$ cat src/rtl/cipher_frame_packer_if.sv
// Byte-stream bundle between the cipher core, the frame packer and the link transmitter.
// The master modport is the packer's view; the slave modport is the environment's view.
interface cipher_frame_packer_if;
    logic [7:0] ciphertext;
    logic       valid_out;
    logic       flush;
    logic [7:0] m_data;
    logic       m_valid;
    logic       m_ready;
    logic       m_last;

    modport master (
        input  ciphertext, valid_out, flush, m_ready,
        output m_data, m_valid, m_last
    );

    modport slave (
        output ciphertext, valid_out, flush, m_ready,
        input  m_data, m_valid, m_last
    );
endinterface

$ cat src/rtl/cipher_frame_packer.sv
// Buffers ciphertext bytes in a FIFO and emits [SOF, LEN, payload, CHK] frames on a
// valid/ready byte stream. A frame closes on MAX_LEN buffered bytes or on a pending flush.
module cipher_frame_packer #(
    parameter int         DEPTH   = 16,
    parameter int         MAX_LEN = 8,
    parameter logic [7:0] SOF     = 8'hA5
) (
    input  logic                  clk,
    input  logic                  rst_n,
    cipher_frame_packer_if.master bus,
    output logic                  busy,
    output logic                  overflow
);

    localparam int AW = $clog2(DEPTH);
    localparam int CW = AW + 1;
    localparam logic [CW-1:0] FULL = CW'(DEPTH);

    localparam logic [2:0] S_IDLE = 3'd0;
    localparam logic [2:0] S_HDR  = 3'd1;
    localparam logic [2:0] S_LEN  = 3'd2;
    localparam logic [2:0] S_PAY  = 3'd3;
    localparam logic [2:0] S_CHK  = 3'd4;

    logic [2:0]    state;
    logic [7:0]    mem [DEPTH];
    logic [AW-1:0] wr_ptr;
    logic [AW-1:0] rd_ptr;
    logic [CW-1:0] count;
    logic          flush_pend;
    logic [7:0]    len;
    logic [7:0]    rem;
    logic [7:0]    chk;

    logic          push;
    logic          pop;
    logic          accept;
    logic          start;
    logic [7:0]    head;
    logic [7:0]    len_next;
    logic [31:0]   count_w;

    // Space is judged on the registered count only, so a same-cycle pop never makes room.
    // NOTE: every always_comb output gets a value on every path, otherwise a latch is inferred.
    always_comb begin
        count_w  = 32'(count);
        push     = bus.valid_out && (count < FULL);
        accept   = (state != S_IDLE) && bus.m_ready;
        pop      = accept && (state == S_PAY);
        head     = mem[rd_ptr];
        start    = (count_w >= 32'(MAX_LEN)) || (flush_pend && (count != '0));
        len_next = (count_w >= 32'(MAX_LEN)) ? 8'(MAX_LEN) : count_w[7:0];
    end

    // Outputs are decoded from registered state only; m_ready never reaches m_valid.
    always_comb begin
        bus.m_valid = (state != S_IDLE);
        bus.m_last  = (state == S_CHK);
        busy        = (state != S_IDLE);
        case (state)
            S_HDR:   bus.m_data = SOF;
            S_LEN:   bus.m_data = len;
            S_PAY:   bus.m_data = head;
            S_CHK:   bus.m_data = chk;
            default: bus.m_data = 8'h00;
        endcase
    end

    // NOTE: the storage array has no reset; clearing pointers and count makes stale entries unreachable.
    always_ff @(posedge clk) begin
        if (push) begin
            mem[wr_ptr] <= bus.ciphertext;
        end
    end

    always_ff @(posedge clk) begin
        if (!rst_n) begin
            wr_ptr   <= '0;
            rd_ptr   <= '0;
            count    <= '0;
            overflow <= 1'b0;
        end else begin
            if (push) begin
                wr_ptr <= wr_ptr + AW'(1);
            end
            if (pop) begin
                rd_ptr <= rd_ptr + AW'(1);
            end
            if (bus.valid_out && !push) begin
                overflow <= 1'b1;
            end
            case ({push, pop})
                2'b10:   count <= count + CW'(1);
                2'b01:   count <= count - CW'(1);
                default: count <= count;
            endcase
        end
    end

    // A new flush wins over clearing, so a message end seen at frame start is not lost.
    always_ff @(posedge clk) begin
        if (!rst_n) begin
            flush_pend <= 1'b0;
        end else if (bus.flush) begin
            flush_pend <= 1'b1;
        end else if ((state == S_IDLE) && (start || (count == '0))) begin
            flush_pend <= 1'b0;
        end
    end

    always_ff @(posedge clk) begin
        if (!rst_n) begin
            state <= S_IDLE;
            len   <= 8'h00;
            rem   <= 8'h00;
            chk   <= 8'h00;
        end else begin
            case (state)
                S_IDLE: begin
                    if (start) begin
                        state <= S_HDR;
                        len   <= len_next;
                        chk   <= len_next;
                    end
                end
                S_HDR: begin
                    if (accept) begin
                        state <= S_LEN;
                    end
                end
                S_LEN: begin
                    if (accept) begin
                        state <= S_PAY;
                        rem   <= len;
                    end
                end
                S_PAY: begin
                    if (accept) begin
                        chk <= chk ^ head;
                        rem <= rem - 8'd1;
                        if (rem == 8'd1) begin
                            state <= S_CHK;
                        end
                    end
                end
                S_CHK: begin
                    if (accept) begin
                        state <= S_IDLE;
                    end
                end
                default: state <= S_IDLE;
            endcase
        end
    end

endmodule
$ cat src/flat_wrapper.sv
// flat-port wrapper written by rule: the top's interface ports become plain ports
module cipher_frame_packer_flat 
#(
    parameter int         DEPTH   = 16,
    parameter int         MAX_LEN = 8,
    parameter logic [7:0] SOF     = 8'hA5
)
  (clk, rst_n, busy, overflow, bus_ciphertext, bus_valid_out, bus_flush, bus_m_ready, bus_m_data, bus_m_valid, bus_m_last);
  cipher_frame_packer_if bus_i ();
  input  logic clk;
  input  logic rst_n;
  output logic busy;
  output logic overflow;
  input wire logic [$bits(bus_i.ciphertext)-1:0] bus_ciphertext;
  input wire logic [$bits(bus_i.valid_out)-1:0] bus_valid_out;
  input wire logic [$bits(bus_i.flush)-1:0] bus_flush;
  input wire logic [$bits(bus_i.m_ready)-1:0] bus_m_ready;
  output wire logic [$bits(bus_i.m_data)-1:0] bus_m_data;
  output wire logic [$bits(bus_i.m_valid)-1:0] bus_m_valid;
  output wire logic [$bits(bus_i.m_last)-1:0] bus_m_last;
  assign bus_i.ciphertext = bus_ciphertext;
  assign bus_i.valid_out = bus_valid_out;
  assign bus_i.flush = bus_flush;
  assign bus_i.m_ready = bus_m_ready;
  assign bus_m_data = bus_i.m_data;
  assign bus_m_valid = bus_i.m_valid;
  assign bus_m_last = bus_i.m_last;
  cipher_frame_packer #(.DEPTH(DEPTH), .MAX_LEN(MAX_LEN), .SOF(SOF)) u_core (.clk(clk), .rst_n(rst_n), .bus(bus_i), .busy(busy), .overflow(overflow));
endmodule
$ cat config.mk
export PLATFORM = sky130hd
export DESIGN_NAME = cipher_frame_packer_flat
export DESIGN_NICKNAME = d
export VERILOG_FILES = /design/src/rtl/cipher_frame_packer_if.sv /design/src/rtl/cipher_frame_packer.sv /design/src/flat_wrapper.sv
export SDC_FILE = /design/constraint.sdc
export NUM_CORES = 1
export LEC_CHECK = 0
export ABC_AREA = 1
export BUFFER_PORTS_ARGS = -buffer_cell sky130_fd_sc_hd__buf_4
export CORE_ASPECT_RATIO = 0.9
export CORE_MARGIN = 2
export CORE_UTILIZATION = 60
export CTS_CLUSTER_SIZE = 30
export DETAILED_ROUTE_END_ITERATION = 12
export PLACE_DENSITY = 0.77
export REMOVE_ABC_BUFFERS = 1
export SYNTH_ARGS = -nofsm -noshare
export SYNTH_HDL_FRONTEND = slang
export SYNTH_SLANG_ARGS = --single-unit
$ cat constraint.sdc
create_clock -name clk -period 2.17 [get_ports clk]
set_clock_uncertainty 0.05 [all_clocks]
set_input_delay 0.217 -clock clk [delete_from_list [all_inputs] [get_ports clk]]
set_output_delay 0.217 -clock clk [all_outputs]
set_load 0.03 [all_outputs]
Yosys cells after proc, flatten, opt, wreduce, memory -nomap -nowiden

Memories as Yosys holds them, arrays and structs flattened. A register that Yosys moved wholly into a read port is not among the register bits.
Index checks and enable logic that the tools add are counted.

Flip-flop bits (word level): 42
RAM bits: 128
Bits of input ports: 13
Output and inout bits: 12
Word-level logic and storage cells: 74
Memories: 1

Memories:

| memory     | depth | bits a word | rd ports | clocked after Yosys merged registers in | wr ports | RTL line                  | RTL |
|---|---|---|---|---|---|---|---|
| u_core.mem | 16    | 8           | 1        | 1                                       | 1        | cipher_frame_packer.sv:26 | `logic [7:0] mem [DEPTH];` |

$add $sub $neg: 5
Order comparisons: 2
Equal/unequal tests: 13
Mux-type cells: 22
Bitwise gates (word level): 1
Reductions and logical operators: 21

Operators by type and width:

| operator              | count |
|---|---|
| $mux W8               | 4 |
| $pmux W8 S2           | 2 |
| $pmux W8 S4           | 1 |
| $mux W3               | 6 |
| $pmux W3 S5           | 1 |
| $ne A2 B1 Y1 const B  | 5 |
| $pmux W5 S2           | 1 |
| $add A4 B1 Y4 const B | 2 |
| $eq A8 B1 Y1 const B  | 1 |
| $mux W4               | 2 |
| $reduce_bool A2 Y1    | 4 |
| $sub A8 B1 Y8 const B | 1 |
| $xor A8 B8 Y8         | 1 |
| $eq A3 B2 Y1 const B  | 2 |
| $logic_and A1 B1 Y1   | 6 |
| $reduce_and A3 Y1     | 2 |
| $reduce_and A6 Y1     | 1 |
| $add A5 B1 Y5 const B | 1 |
| $ge A5 B4 Y1 const B  | 1 |
| $logic_not A5 Y1      | 1 |
| $lt A5 B5 Y1 const B  | 1 |
| $mux W5               | 1 |
| $reduce_bool A5 Y1    | 1 |
| $sub A5 B1 Y5 const B | 1 |
| 11 further kinds      | 15 |

Longest topological paths before layout

Word-level depth: 7
Gate-level depth with buffers: 15
Mapped depth without buffers: 14

Worst setup path before layout

No wires, ideal clock.

Path kind: flip-flop to output port
From: register u_core.state[0]
To: output port bus_m_data[3]
Data arrival time: 1.813 ns
Data required time: 1.903 ns
Setup slack: 0.090 ns
Stages on the path, launching flop included: 5
Path buffers: 1
Cell sequence: dfxtp_1 buf_6 nor3_2 inv_1 o221ai_1

Word-level cells in the longest chain between the ends: 2
Elaborated cells on any way between the ends: 5
Those cells by class: eq/ne: 4; mux: 1

Ends and longest elaborated chain:

| item                   | RTL line                   | RTL |
|---|---|---|
| start, declared        | cipher_frame_packer.sv:25  | `logic [2:0] state;` |
| start signal, assigned | cipher_frame_packer.sv:113 | `state <= S_IDLE;` |
| start signal, assigned | cipher_frame_packer.sv:121 | `state <= S_HDR;` |
| start signal, assigned | cipher_frame_packer.sv:128 | `state <= S_LEN;` |
| $eq A3 B3 Y1           | -                          |  |
| net bus_m_last         | flat_wrapper.sv:20         | `output wire logic [$bits(bus_i.m_last)-1:0] bus_m_last;` |
| $pmux W8 S4            | cipher_frame_packer.sv:60  | `case (state)` |
| end, declared          | flat_wrapper.sv:18         | `output wire logic [$bits(bus_i.m_data)-1:0] bus_m_data;` |

The timed path passes the listed nets, and every way through them passes these cells.

==> impl_metrics.env <==
export IMPL_status="complete, but fails checks"
export IMPL_violations="negative setup slack"
export IMPL_setup_viol=8
export IMPL_track_usage=0.2880
export IMPL_core_area_mm2=0.01217
export IMPL_setup_slack_ns=-0.2499
export IMPL_reg2reg_from="u_core.state[2]"
export IMPL_dp_cells=942
export IMPL_area_growth_pct=19.37
export IMPL_synth_compound_area_frac=0.1079
export IMPL_cp_data_arrival_time_ns=2.15
export IMPL_pin_count=25
export IMPL_antenna_left=0
export IMPL_syn_area_per_cell_um2=9.970
export IMPL_relSlewSlack=0.6498
export IMPL_cts_tree="done"
export IMPL_synthSimpleGateAreaFrac=0.1841
export IMPL_yosys_cell_count_top_type="nor2_1"
export IMPL_initial_utilization=0.6192
export IMPL_drt_pass1_iterations=5
export IMPL_grt_max_degree=39
export IMPL_synth_mux_area_frac=0
export IMPL_syn_inst=756
export IMPL_antenna_cells=0
export IMPL_maxSlewViolCount=0
export IMPL_critical_path_class="reg -> out"
export IMPL_synth_xor_area_share=0.006972
export IMPL_worstReg2RegEnd="u_core.count[3]"
export IMPL_worstSetupStartpointType="flop"
export IMPL_synth_top_cell_by_area="edfxtp_1"
export IMPL_hold_class="in -> reg"
export IMPL_grt_pass1_vias=5623
export IMPL_pwr_density_cell_mw_per_mm2=896.3
export IMPL_viasPerCell=5.945
export IMPL_cts_buffers=17
export IMPL_hold_violations=0
export IMPL_synth_ff_type="edfxtp_1"
export IMPL_min_to="u_core.overflow"
export IMPL_clock_latency_ns=0.42
export IMPL_via_count=5856
export IMPL_antenna_found_initial=0
export IMPL_required_ns=1.90
export IMPL_async_reset_ff_frac=0
export IMPL_path_clk_slew_ns=0.06
export IMPL_ys_seq_area_frac=0.6242
export IMPL_grt_pass1_wl_um=28480
export IMPL_syn_area_mm2=0.007537
export IMPL_drt_iter0_drc=992
export IMPL_dieArea_mm2=0.01348
export IMPL_finalNonFillerCells=985
export IMPL_whs_path_depth=3
export IMPL_routed_wl_um=19020
export IMPL_io_buffers=24
export IMPL_maxCapViolCount=0
export IMPL_synth_adder_area_share=0.01660
export IMPL_drc=0
export IMPL_ff2ff_setup_slack_ns=0.21
export IMPL_cts_max_path_buffers=2
export IMPL_rows=38
export IMPL_synth_top_family_by_area="simple AND/OR/NAND/NOR gates"
export IMPL_tightestPinTransition_ns=0.5247
export IMPL_yosys_top_cells_count="nor2_1 (132), edfxtp_1 (128), nand2_1 (113), o21ai_0 (68), inv_1 (66)"
export IMPL_fmax_mhz=413.2
export IMPL_h_tree_depth=4
export IMPL_gp_congestion=0.8720
export IMPL_die_x_um=122.1
export IMPL_rsz0062_at_grt="true"
export IMPL_pre_cts_ws_ns=0.1049
export IMPL_leakagePower_nw=3.395
export IMPL_clock_sinks=171
export IMPL_synthTopCellsByArea="edfxtp_1 (51%), dfxtp_1 (11%), nor2_1 (6.6%)"
export IMPL_yosys_warnings=0
export IMPL_nNetsFinal=836
export IMPL_drive_gt1_frac=0.2000
export IMPL_synth_cell_types=41
export IMPL_hpwl_um=11990
export IMPL_overflow=0
export IMPL_wl_per_cell_um=19.31
export IMPL_crit_path_end_kind="primary output"
export IMPL_ir_drop_mv=1.043
export IMPL_min_from="bus_valid_out"
export IMPL_reg2reg_depth=12
export IMPL_synth_top_area_frac=0.5100
export IMPL_finalCriticalPeriod_ns=2.420
export IMPL_path_max_fanout=8
export IMPL_timing_final_crit_share=1.115
export IMPL_synth_edf_count=128
export IMPL_clockRootBuffer="clkbuf_16"
export IMPL_fp_dieH_um=110.3
export IMPL_yosys_register_bits=171
## state kept, by name (all words and copies together), names as in the netlist, named ones only
signal	cells
u_core.len	5
u_core.chk	8
u_core.count	5
u_core.rd_ptr	4
u_core.mem	128
u_core.state	3
u_core.overflow	1
u_core.wr_ptr	4
u_core.rem	8
u_core.flush_pend	1
## worst max-delay path by stage
stage | startpoint | endpoint | slack, ns | depth (start not counted)
3_5_place_dp | u_core.state[1] | u_core.count[4] | 0.10 | 13
4_1_cts | flop | bus_m_data[5] | -0.11 | 11
3_3_place_gp | u_core.state[1] | u_core.count[4] | 0.22 | 13
2_1_floorplan | flop | bus_m_data[1] | -1.01 | 9
6_report | flop | bus_m_data[1] | -0.25 | 11
5_1_grt | flop | bus_m_data[1] | -0.36 | 11
## cells by family (layout without fill, tap and decap cells)
family / Yosys count / after routing
XOR/XNOR: 6 / 6
AND/OR/NAND/NOR: 323 / 323
AO/OA/AOI/OAI: 143 / 143
buffers and inverters: 103 / 172
flip-flops: 171 / 171
adder cells (fa/ha/maj): 10 / 10
## layout by cell type (no fill, tap or decap), types with 2 or more instances in the layout
| cell | netlist | final |
|---|---|---|
| a21oi_1 | 34 | 34 |
| a21oi_2 | 2 | 2 |
| buf_12 | 0 | 3 |
| buf_4 | 3 | 51 |
| buf_6 | 5 | 7 |
| buf_8 | 0 | 3 |
| bufinv_16 | 0 | 2 |
| clkbuf_1 | 7 | 3 |
| clkbuf_16 | 0 | 20 |
| clkbuf_8 | 0 | 3 |
| clkinv_2 | 0 | 4 |
| clkinvlp_4 | 0 | 2 |
| dfxtp_1 | 43 | 40 |
| dfxtp_4 | 0 | 2 |
| edfxtp_1 | 128 | 128 |
| ha_1 | 10 | 9 |
| inv_1 | 66 | 66 |
| inv_2 | 5 | 2 |
| inv_4 | 0 | 2 |
| nand2_1 | 113 | 106 |
| nand2_2 | 2 | 9 |
| nand3_1 | 57 | 49 |
| nand3_2 | 4 | 12 |
| nand4_1 | 2 | 2 |
| nor2_1 | 132 | 115 |
| nor2_2 | 3 | 19 |
| nor2_4 | 1 | 2 |
| nor3_1 | 3 | 3 |
| nor3_2 | 3 | 3 |
| o211ai_1 | 22 | 22 |
| o21ai_0 | 68 | 47 |
| o21ai_1 | 7 | 24 |
| o21ai_2 | 1 | 4 |
| xnor2_1 | 2 | 2 |
| xor2_1 | 4 | 3 |
## per-layer routing
metal	global-route usage	share of wire
met2	0.4529	0.48
met4	0.1314	0.028
met5	0	0
met1	0.3850	0.39
met3	0.06842	0.10
## per-stage QoR
step | utilization | cell area (µm²) | total power, mW | setup TNS [ns] | hold WS, ns
6_report | 0.7392 | 8997 | 8.064 | -1.200 | 0.006711
5_1_grt | 0.7392 | 8997 | 8.345 | -1.942 | 0.008547
4_1_cts | 0.7177 | 8736 | 7.991 | -0.6493 | 0.0002775
3_5_place_dp | 0.6569 | 7995 | 5.070 | 0 | 0.3831
3_3_place_gp | 0.6569 | 7995 | 4.999 | 0 | 0.3746
2_1_floorplan | - | 7353 | 4.628 | -12.13 | 0.2659
## timing repair
| action | CTS | global route |
|---|---|---|
| setup buffers | 2 | 5 |
| cloned | 1 | 3 |
| hold buffers | 1 | 0 |
| endpoints found under the hold margin | 1 | 0 |
| gates resized for setup | 44 | 54 |
| pin swaps | 6 | 27 |
| endpoints found under the setup margin | 8 | 10 |
## where the power goes
part	internal [mW]	switching, mW
clock network	1.77	1.15
registers	3.65	0.101
logic	0.460	0.934
## cell type report
class	count	area, µm²
fillers	838	3174
well taps	160	200.2
flip-flops and latches	171	4713
clock buffers	23	478.0
clock inverters	8	93.84
repair buffers	69	679.4
multi-input cells	482	2544
inverters	72	289.0
## worst max-delay path: stages (launching register included)
cell     delay (ns)
dfxtp_4        0.38
buf_6          0.15
buf_12         0.14
nor2_2         0.14
nor2_1         0.06
o21ai_0        0.12
nand3_1        0.16
nand3_2        0.11
nand2_2        0.08
a22oi_2        0.13
o21ai_1        0.10
buf_4          0.18
(Power assumes the default switching activity.)
